### src/rtl/descrambler_1_if.sv
// Byte receive-path bundle between the line side and the descrambler.
// master: the source of scrambled bytes (and observer of results).
// slave:  the descrambler itself.
interface descrambler_1_if;
  logic       in_valid;
  logic       sync;
  logic [7:0] data_in;
  logic       out_valid;
  logic [7:0] data_out;
  logic       locked;

  modport master (
    output in_valid,
    output sync,
    output data_in,
    input  out_valid,
    input  data_out,
    input  locked
  );

  modport slave (
    input  in_valid,
    input  sync,
    input  data_in,
    output out_valid,
    output data_out,
    output locked
  );
endinterface

### src/rtl/descrambler_1.sv
// Byte-wide additive descrambler, receive partner of scrambler_1.
// Each received byte is XORed with 8 keystream bits from a 7-bit Fibonacci
// LFSR (x^7+x^4+1). A frame-sync strobe reseeds the LFSR and a two-state
// lock FSM tracks frame alignment; output is only produced while locked.
module descrambler_1 #(
  parameter logic [6:0] SEED      = 7'h7F,
  parameter int         FRAME_LEN = 64,
  parameter int         CNT_W     = 7
) (
  input  logic            clk,
  input  logic            rst_n,
  descrambler_1_if.slave  bus
);

  typedef enum logic [0:0] {
    UNLOCKED = 1'b0,
    LOCKED   = 1'b1
  } state_t;

  localparam logic [CNT_W-1:0] CNT_ZERO  = {CNT_W{1'b0}};
  localparam logic [CNT_W-1:0] CNT_ONE   = {{(CNT_W-1){1'b0}}, 1'b1};
  localparam logic [CNT_W-1:0] CNT_FRAME = CNT_W'(FRAME_LEN);

  // Runs the LFSR eight steps from 'seed'; returns {state after byte, key byte}.
  // key[k] is the bit applied to data bit k (bit 0 goes first on the line).
  function automatic logic [14:0] keystream_byte(input logic [6:0] seed);
    logic [6:0] s;
    logic [7:0] key;
    s   = seed;
    key = 8'h00;
    for (int k = 0; k < 8; k++) begin
      key[k] = s[6] ^ s[3];
      s      = {s[5:0], key[k]};
    end
    return {s, key};
  endfunction

  state_t           state_r, state_s;
  logic [CNT_W-1:0] cnt_r, cnt_s;
  logic [6:0]       lfsr_r, lfsr_s;
  logic [6:0]       start_s;
  logic [7:0]       key_s;
  logic [6:0]       after_s;
  logic             emit_s;
  logic             out_valid_r;
  logic [7:0]       data_out_r;
  logic             locked_r;

  // Keystream for this cycle's byte; a sync restarts it from the seed.
  always_comb begin
    start_s          = bus.sync ? SEED : lfsr_r;
    {after_s, key_s} = keystream_byte(start_s);
    if (bus.in_valid) begin
      lfsr_s = after_s;
    end else if (bus.sync) begin
      lfsr_s = SEED;
    end else begin
      lfsr_s = lfsr_r;
    end
  end

  // Lock FSM next state, byte counter and output-enable decision.
  always_comb begin
    state_s = state_r;
    cnt_s   = cnt_r;
    emit_s  = 1'b0;
    case (state_r)
      UNLOCKED: begin
        if (bus.in_valid && bus.sync) begin
          state_s = LOCKED;
          cnt_s   = CNT_ONE;
          emit_s  = 1'b1;
        end else begin
          state_s = UNLOCKED;
        end
      end
      LOCKED: begin
        if (bus.in_valid && bus.sync) begin
          cnt_s  = CNT_ONE;
          emit_s = 1'b1;
        end else if (bus.in_valid && (cnt_r == CNT_FRAME)) begin
          // Frame overran without a sync: alignment lost, byte dropped.
          state_s = UNLOCKED;
          cnt_s   = CNT_ZERO;
        end else if (bus.in_valid) begin
          cnt_s  = cnt_r + CNT_ONE;
          emit_s = 1'b1;
        end else begin
          cnt_s = cnt_r;
        end
      end
      default: begin
        state_s = UNLOCKED;
        cnt_s   = CNT_ZERO;
      end
    endcase
  end

  // State, counter and LFSR registers.
  always_ff @(posedge clk or negedge rst_n) begin
    if (!rst_n) begin
      state_r <= UNLOCKED;
      cnt_r   <= CNT_ZERO;
      lfsr_r  <= SEED;
    end else begin
      state_r <= state_s;
      cnt_r   <= cnt_s;
      lfsr_r  <= lfsr_s;
    end
  end

  // Registered outputs; data_out holds its last value when nothing is emitted.
  always_ff @(posedge clk or negedge rst_n) begin
    if (!rst_n) begin
      out_valid_r <= 1'b0;
      data_out_r  <= 8'h00;
      locked_r    <= 1'b0;
    end else begin
      out_valid_r <= emit_s;
      locked_r    <= (state_s == LOCKED);
      if (emit_s) begin
        data_out_r <= bus.data_in ^ key_s;
      end else begin
        data_out_r <= data_out_r;
      end
    end
  end

  assign bus.out_valid = out_valid_r;
  assign bus.data_out  = data_out_r;
  assign bus.locked    = locked_r;

endmodule

### src/flat_wrapper.sv
// flat-port wrapper written by rule: the top's interface ports become plain ports
module descrambler_1_flat 
#(
  parameter logic [6:0] SEED      = 7'h7F,
  parameter int         FRAME_LEN = 64,
  parameter int         CNT_W     = 7
)
  (clk, rst_n, bus_in_valid, bus_sync, bus_data_in, bus_out_valid, bus_data_out, bus_locked);
  descrambler_1_if bus_i ();
  input  logic clk;
  input  logic rst_n;
  input wire logic [$bits(bus_i.in_valid)-1:0] bus_in_valid;
  input wire logic [$bits(bus_i.sync)-1:0] bus_sync;
  input wire logic [$bits(bus_i.data_in)-1:0] bus_data_in;
  output wire logic [$bits(bus_i.out_valid)-1:0] bus_out_valid;
  output wire logic [$bits(bus_i.data_out)-1:0] bus_data_out;
  output wire logic [$bits(bus_i.locked)-1:0] bus_locked;
  assign bus_i.in_valid = bus_in_valid;
  assign bus_i.sync = bus_sync;
  assign bus_i.data_in = bus_data_in;
  assign bus_out_valid = bus_i.out_valid;
  assign bus_data_out = bus_i.data_out;
  assign bus_locked = bus_i.locked;
  descrambler_1 #(.SEED(SEED), .FRAME_LEN(FRAME_LEN), .CNT_W(CNT_W)) u_core (.clk(clk), .rst_n(rst_n), .bus(bus_i));
endmodule
### config.mk
export PLATFORM = sky130hd
export DESIGN_NAME = descrambler_1_flat
export DESIGN_NICKNAME = d
export VERILOG_FILES = /design/src/rtl/descrambler_1_if.sv /design/src/rtl/descrambler_1.sv /design/src/flat_wrapper.sv
export SDC_FILE = /design/constraint.sdc
export NUM_CORES = 1
export LEC_CHECK = 0
export BUFFER_PORTS_ARGS = -buffer_cell sky130_fd_sc_hd__buf_2
export CORE_MARGIN = 5
export CORE_UTILIZATION = 45
export DETAILED_ROUTE_END_ITERATION = 7
export PLACE_DENSITY = 0.75
export SYNTH_ARGS = -nofsm -noshare
export SYNTH_HDL_FRONTEND = slang
export SYNTH_SLANG_ARGS = --single-unit
### constraint.sdc
create_clock -name clk -period 2.41 [get_ports clk]
set_input_delay 0.482 -clock clk [delete_from_list [all_inputs] [get_ports clk]]
set_output_delay 0.482 -clock clk [all_outputs]
set_load 0.02 [all_outputs]
# --- Word-level counts from Yosys, hierarchy flattened ---
# Index checks and enable logic that the tools add are counted.
totals:
  input_bits: 12
  wordCells: 37
  ff_bits: 24
  output_inout_bits: 10
classes:
  n_reduce_logical: 3
  muxes: 15
  bitwise: 10
  eq_ne: 3
  n_addsub: 1
op_table:
  columns: ["cell", "n"]
  rows:
  - ["$mux W7", 6]
  - ["$pmux W7 S2", 1]
  - ["$xor A1 B1 Y1", 8]
  - ["$xor A8 B8 Y8", 1]
  - ["$add A7 B1 Y7 const B", 1]
  - ["$eq A7 B7 Y1 const B", 1]
  - ["$mux W1", 6]
  - ["$ne A4 B4 Y1 const B", 1]
  - ["$pmux W1 S2", 2]
  - ["$logic_and A1 B1 Y1", 2]
  - ["$ne A2 B1 Y1 const B", 1]
  - ["$reduce_and A2 Y1", 1]
  - ["$not A1 Y1", 1]

# --- Logic depth before layout (Yosys ltp) ---
depth:
  depth_word: 5
  mapped_depth: 5
  ltp_nobuf: 5

# --- Least setup slack after synthesis ---
# Ideal clock, no wire load.
synth_path:
  path_kind: "reg2reg"
  start: "reg u_core.cnt_r[3]"
  end: "reg u_core.data_out_r[4] (netlist: u_core.bus.data_out[4])"
  path_slack_ns: 0.804
  setup_time_ns: 0.125
  n_path_buf: 0
  t_required_ns: 2.285
  stages_incl_launch_ff: 5
  synth_period_minus_slack_ns: 1.606
  t_arrival_ns: 1.482
  path_cell_list: "dfrtp_1 > nor4_4 > nand3_4 > o21ai_4 > mux2_2"
synth_between:
  elab_chain_len: 5
synth_lines:
  columns: ["item", "line_no", "text"]
  rows:
  - ["from (decl)", "descrambler_1.sv:39", "logic [CNT_W-1:0] cnt_r, cnt_s;"]
  - ["from (signal assigned)", "descrambler_1.sv:107", "cnt_r <= cnt_s;"]
  - ["$eq A7 B7 Y1", "descrambler_1.sv:81", "end else if (bus.in_valid && (cnt_r == CNT_FRAME)) begin"]
  - ["$logic_and A1 B1 Y1", "descrambler_1.sv:81", null]
  - ["$mux W1", "descrambler_1.sv:81", null]
  - ["$mux W1", "descrambler_1.sv:78", "if (bus.in_valid && bus.sync) begin"]
  - ["$pmux W1 S2", "descrambler_1.sv:67", "case (state_r)"]
  - ["to (signal assigned)", "descrambler_1.sv:122", "data_out_r <= bus.data_in ^ key_s;"]
  - ["to (signal assigned)", "descrambler_1.sv:124", "data_out_r <= data_out_r;"]
  - ["to (decl)", "descrambler_1.sv:46", "logic [7:0] data_out_r;"]
# Every way passes these cells.
# A chain may end at the register's enable or synchronous reset.

# --- Final worst setup path ---
layout_path:
  start: "reg u_core.cnt_r[3]"
  end: "reg u_core.data_out_r[5] (netlist: u_core.bus.data_out[5])"
# Same word-level chain as after synthesis.

==> flow_summary.ini <==
[run_status]
outcome = complete, no violations

[job]
maxCapViolations = 0

[setup_path]
path_max_fanout = 10
slowest_delay_ns = 0.48
path_cells = nor4_4 -> nand3_4 -> o21ai_4 -> mux2_2
worst-endpoint-required_ns = 2.63
critical-path-slowest-cell = dfrtp_1
critPathKind = flop to flop
path_buf_inv = 0
cp.arrival_ns = 2.02
worstSetupPathDepth = 4
critPathCaptureType = flop
crit_start = u_core.cnt_r[3]
rr_startpoint = u_core.cnt_r[3]
critPathTopFamily = simple AND/OR/NAND/NOR gates
startpoint_type = flop
r2r_cells = 4

[final_layout]
syn_to_final_growth_pct = 11.94
postLayoutCellArea_um2 = 1619
nets = 187
drive_gt1_frac = 0.2384
final_common_cell = buf_2
final_cell_mix = buf_2 (21), dfrtp_1 (17), nand2_1 (12)
antenna_cells = 0

[clocking]
post_cts_resized = 0
clockBufferDepth = 2
worst_skew_pair.late_latency_ns = 0.33
cts-root-buf = clkbuf_4
cts_setup_buffers = 0
tritoncts = built
clk_pin_slew_ns = 0.14
cts_made_buffers = 3
ctsHoldBuffers = 0
clock-sinks = 24
cts_max_level = 1

[floorplan]
die_y_um = 66.70
dieArea_um2 = 4448
fp.coreArea_um2 = 3078
die_x_um = 66.70
start_util = 0.4699
rows = 20
ios = 22

[sta]
setup_total_negative_slack_ns = 0
fin_crit_sh = 0.7483
worst_pin_slew_ns = 0.6305
relSlewSlack = 0.5752
fin_crit_ns = 1.803
finalHoldViolCount = 0
grt_setup_unrepaired = false
fin_skew_ns = 0.01195
slew_violations = 0
fmax_mhz = 554.5
setup_viol = 0

[synth]
ys_warn_count = 0
synthDominantCellAreaShare = 0.2941
synth-seq-area-share = 0.4213
synth-seq-cells = 24
synth_top_area_cell = dfrtp_1
synth.distinct_cells = 36
synthesis.nets = 167
synthesis.area_um2 = 1446
synth_area_leaders = dfrtp_1 (29%), dfstp_2 (13%), mux2i_1 (5.5%)
syn_avg_cell_area_um2 = 9.454
postSynthCellCount = 153

[global_route]
grt_pass1_vias = 1228
grt_pass1_wl_um = 5533
antenna_found_initial = 0
grt_max_degree = 25
gr-total-overflow = 0
track_usage = 0.1618

[power_and_ir_drop]
power.density_nw_per_um2 = 725.5
leakage_uw = 0.0006947
irDropWorstVdd_mv = 0.4833

[drt]
routed.top_layer = met4
drc = 0
wl_met1_um = 1459
drt_iter0_markers = 144
drt-total-wl_um = 3343
drt-pass1-iter-count = 4
via_per_inst = 5.889
wl_per_cell_um = 15.48
postRouteAntennaNets = 0
wl_met2_um = 1676
vias = 1272
routed-wl-met3_um = 198

[placed_design]
hpwl_um = 2412
placed_cell_area_um2 = 1583
place_congestion = 0.8472
io_buffer_count = 21

[hold_path]
hold_class = input port to asynchronous set/reset pin
cells in the mapped netlist:
master,count
nor3_1,7
o21a_1,1
a21boi_0,2
buf_2,4
clkbuf_1,3
o21ai_0,11
dfrtp_1,17
nor4_4,1
or3_1,1
nand3_1,4
o22ai_1,5
mux2_2,3
mux2i_1,8
o2bb2ai_1,2
nand3_4,1
nand4_1,2
o311ai_1,1
or2_2,1
a221oi_1,2
dfstp_2,7
buf_4,1
o21ai_4,1
a21oi_1,9
a32o_1,3
nor2b_1,3
o41a_1,1
nor2_1,10
xor2_1,8
clkinv_1,1
o21ai_1,1
nand2_1,12
a31oi_1,6
inv_1,6
ha_1,2
and3_1,3
xnor2_1,3
kinds of logic after synthesis:
logic type | count (synthesis) | synth area share
flip-flops | 24 | 0.4213
AND/OR/NAND/NOR | 45 | 0.1652
multiplexers | 11 | 0.07872
adder cells (fa/ha/maj) | 2 | 0.01730
buffers and inverters | 15 | 0.04498
AO/OA/AOI/OAI | 45 | 0.2059
XOR/XNOR | 11 | 0.06661
stage by stage:
stage / power, uW / hold WS [ns] / setup WS (ns) / utilization / std cells
floorplan: 845.3 / 0.1864 / 0.8037 / - / 153
global placement: 943.5 / 0.4839 / 0.6915 / 0.5142 / 212
detailed placement: 962.6 / 0.4868 / 0.6203 / 0.5142 / 212
CTS: 1183 / 0.1282 / 0.6027 / 0.5260 / 216
global route: 1250 / 0.1312 / 0.5467 / 0.5260 / 216
finish: 1175 / 0.1105 / 0.6067 / 0.5260 / 216
area by class of cell:
type	count	area, um^2
clock buffers	4	36.28
fillers	286	1459
inverters	7	26.28
multi-input cells	114	772.0
flip-flops and latches	24	609.3
well taps	44	55.05
repair buffers	23	120.1
state kept, by name (all words and copies together) (netlist names):
register	flops
u_core.lfsr_r	7
u_core.cnt_r	7
u_core.state_r	1
u_core.bus.data_out	8
u_core.bus.out_valid	1
where the power goes:
group | internal [uW] | switching [uW] | leakage, uW | total (uW)
sequential | 489 | 88.7 | 0.000280 | 578
combinational | 161 | 218 | 0.000394 | 379
clock | 92.5 | 125 | 0.0000210 | 218
total | 743 | 432 | 0.000695 | 1170
per-layer routing:
layer / GRT usage / up-vias
li1: - / 591
met1: 0.1987 / 641
met2: 0.2785 / 38
met5: 0 / -
met3: 0.05059 / 2
met4: 0.03046 / 0
worst paths after layout:
| path | slack (ns) | end |
|---|---|---|
| worst max register to register | 0.61 | u_core.bus.data_out[5] |
| min in group clk | 0.42 | u_core.bus.data_out[2] |
| max in group asynchronous | 1.91 | u_core.lfsr_r[3] |
| worst min register to register | 0.51 | u_core.bus.data_out[5] |
| worst min-delay path | 0.11 | u_core.cnt_r[3] |
| worst max-delay path | 0.61 | u_core.bus.data_out[5] |
(Power assumes the default switching activity.)
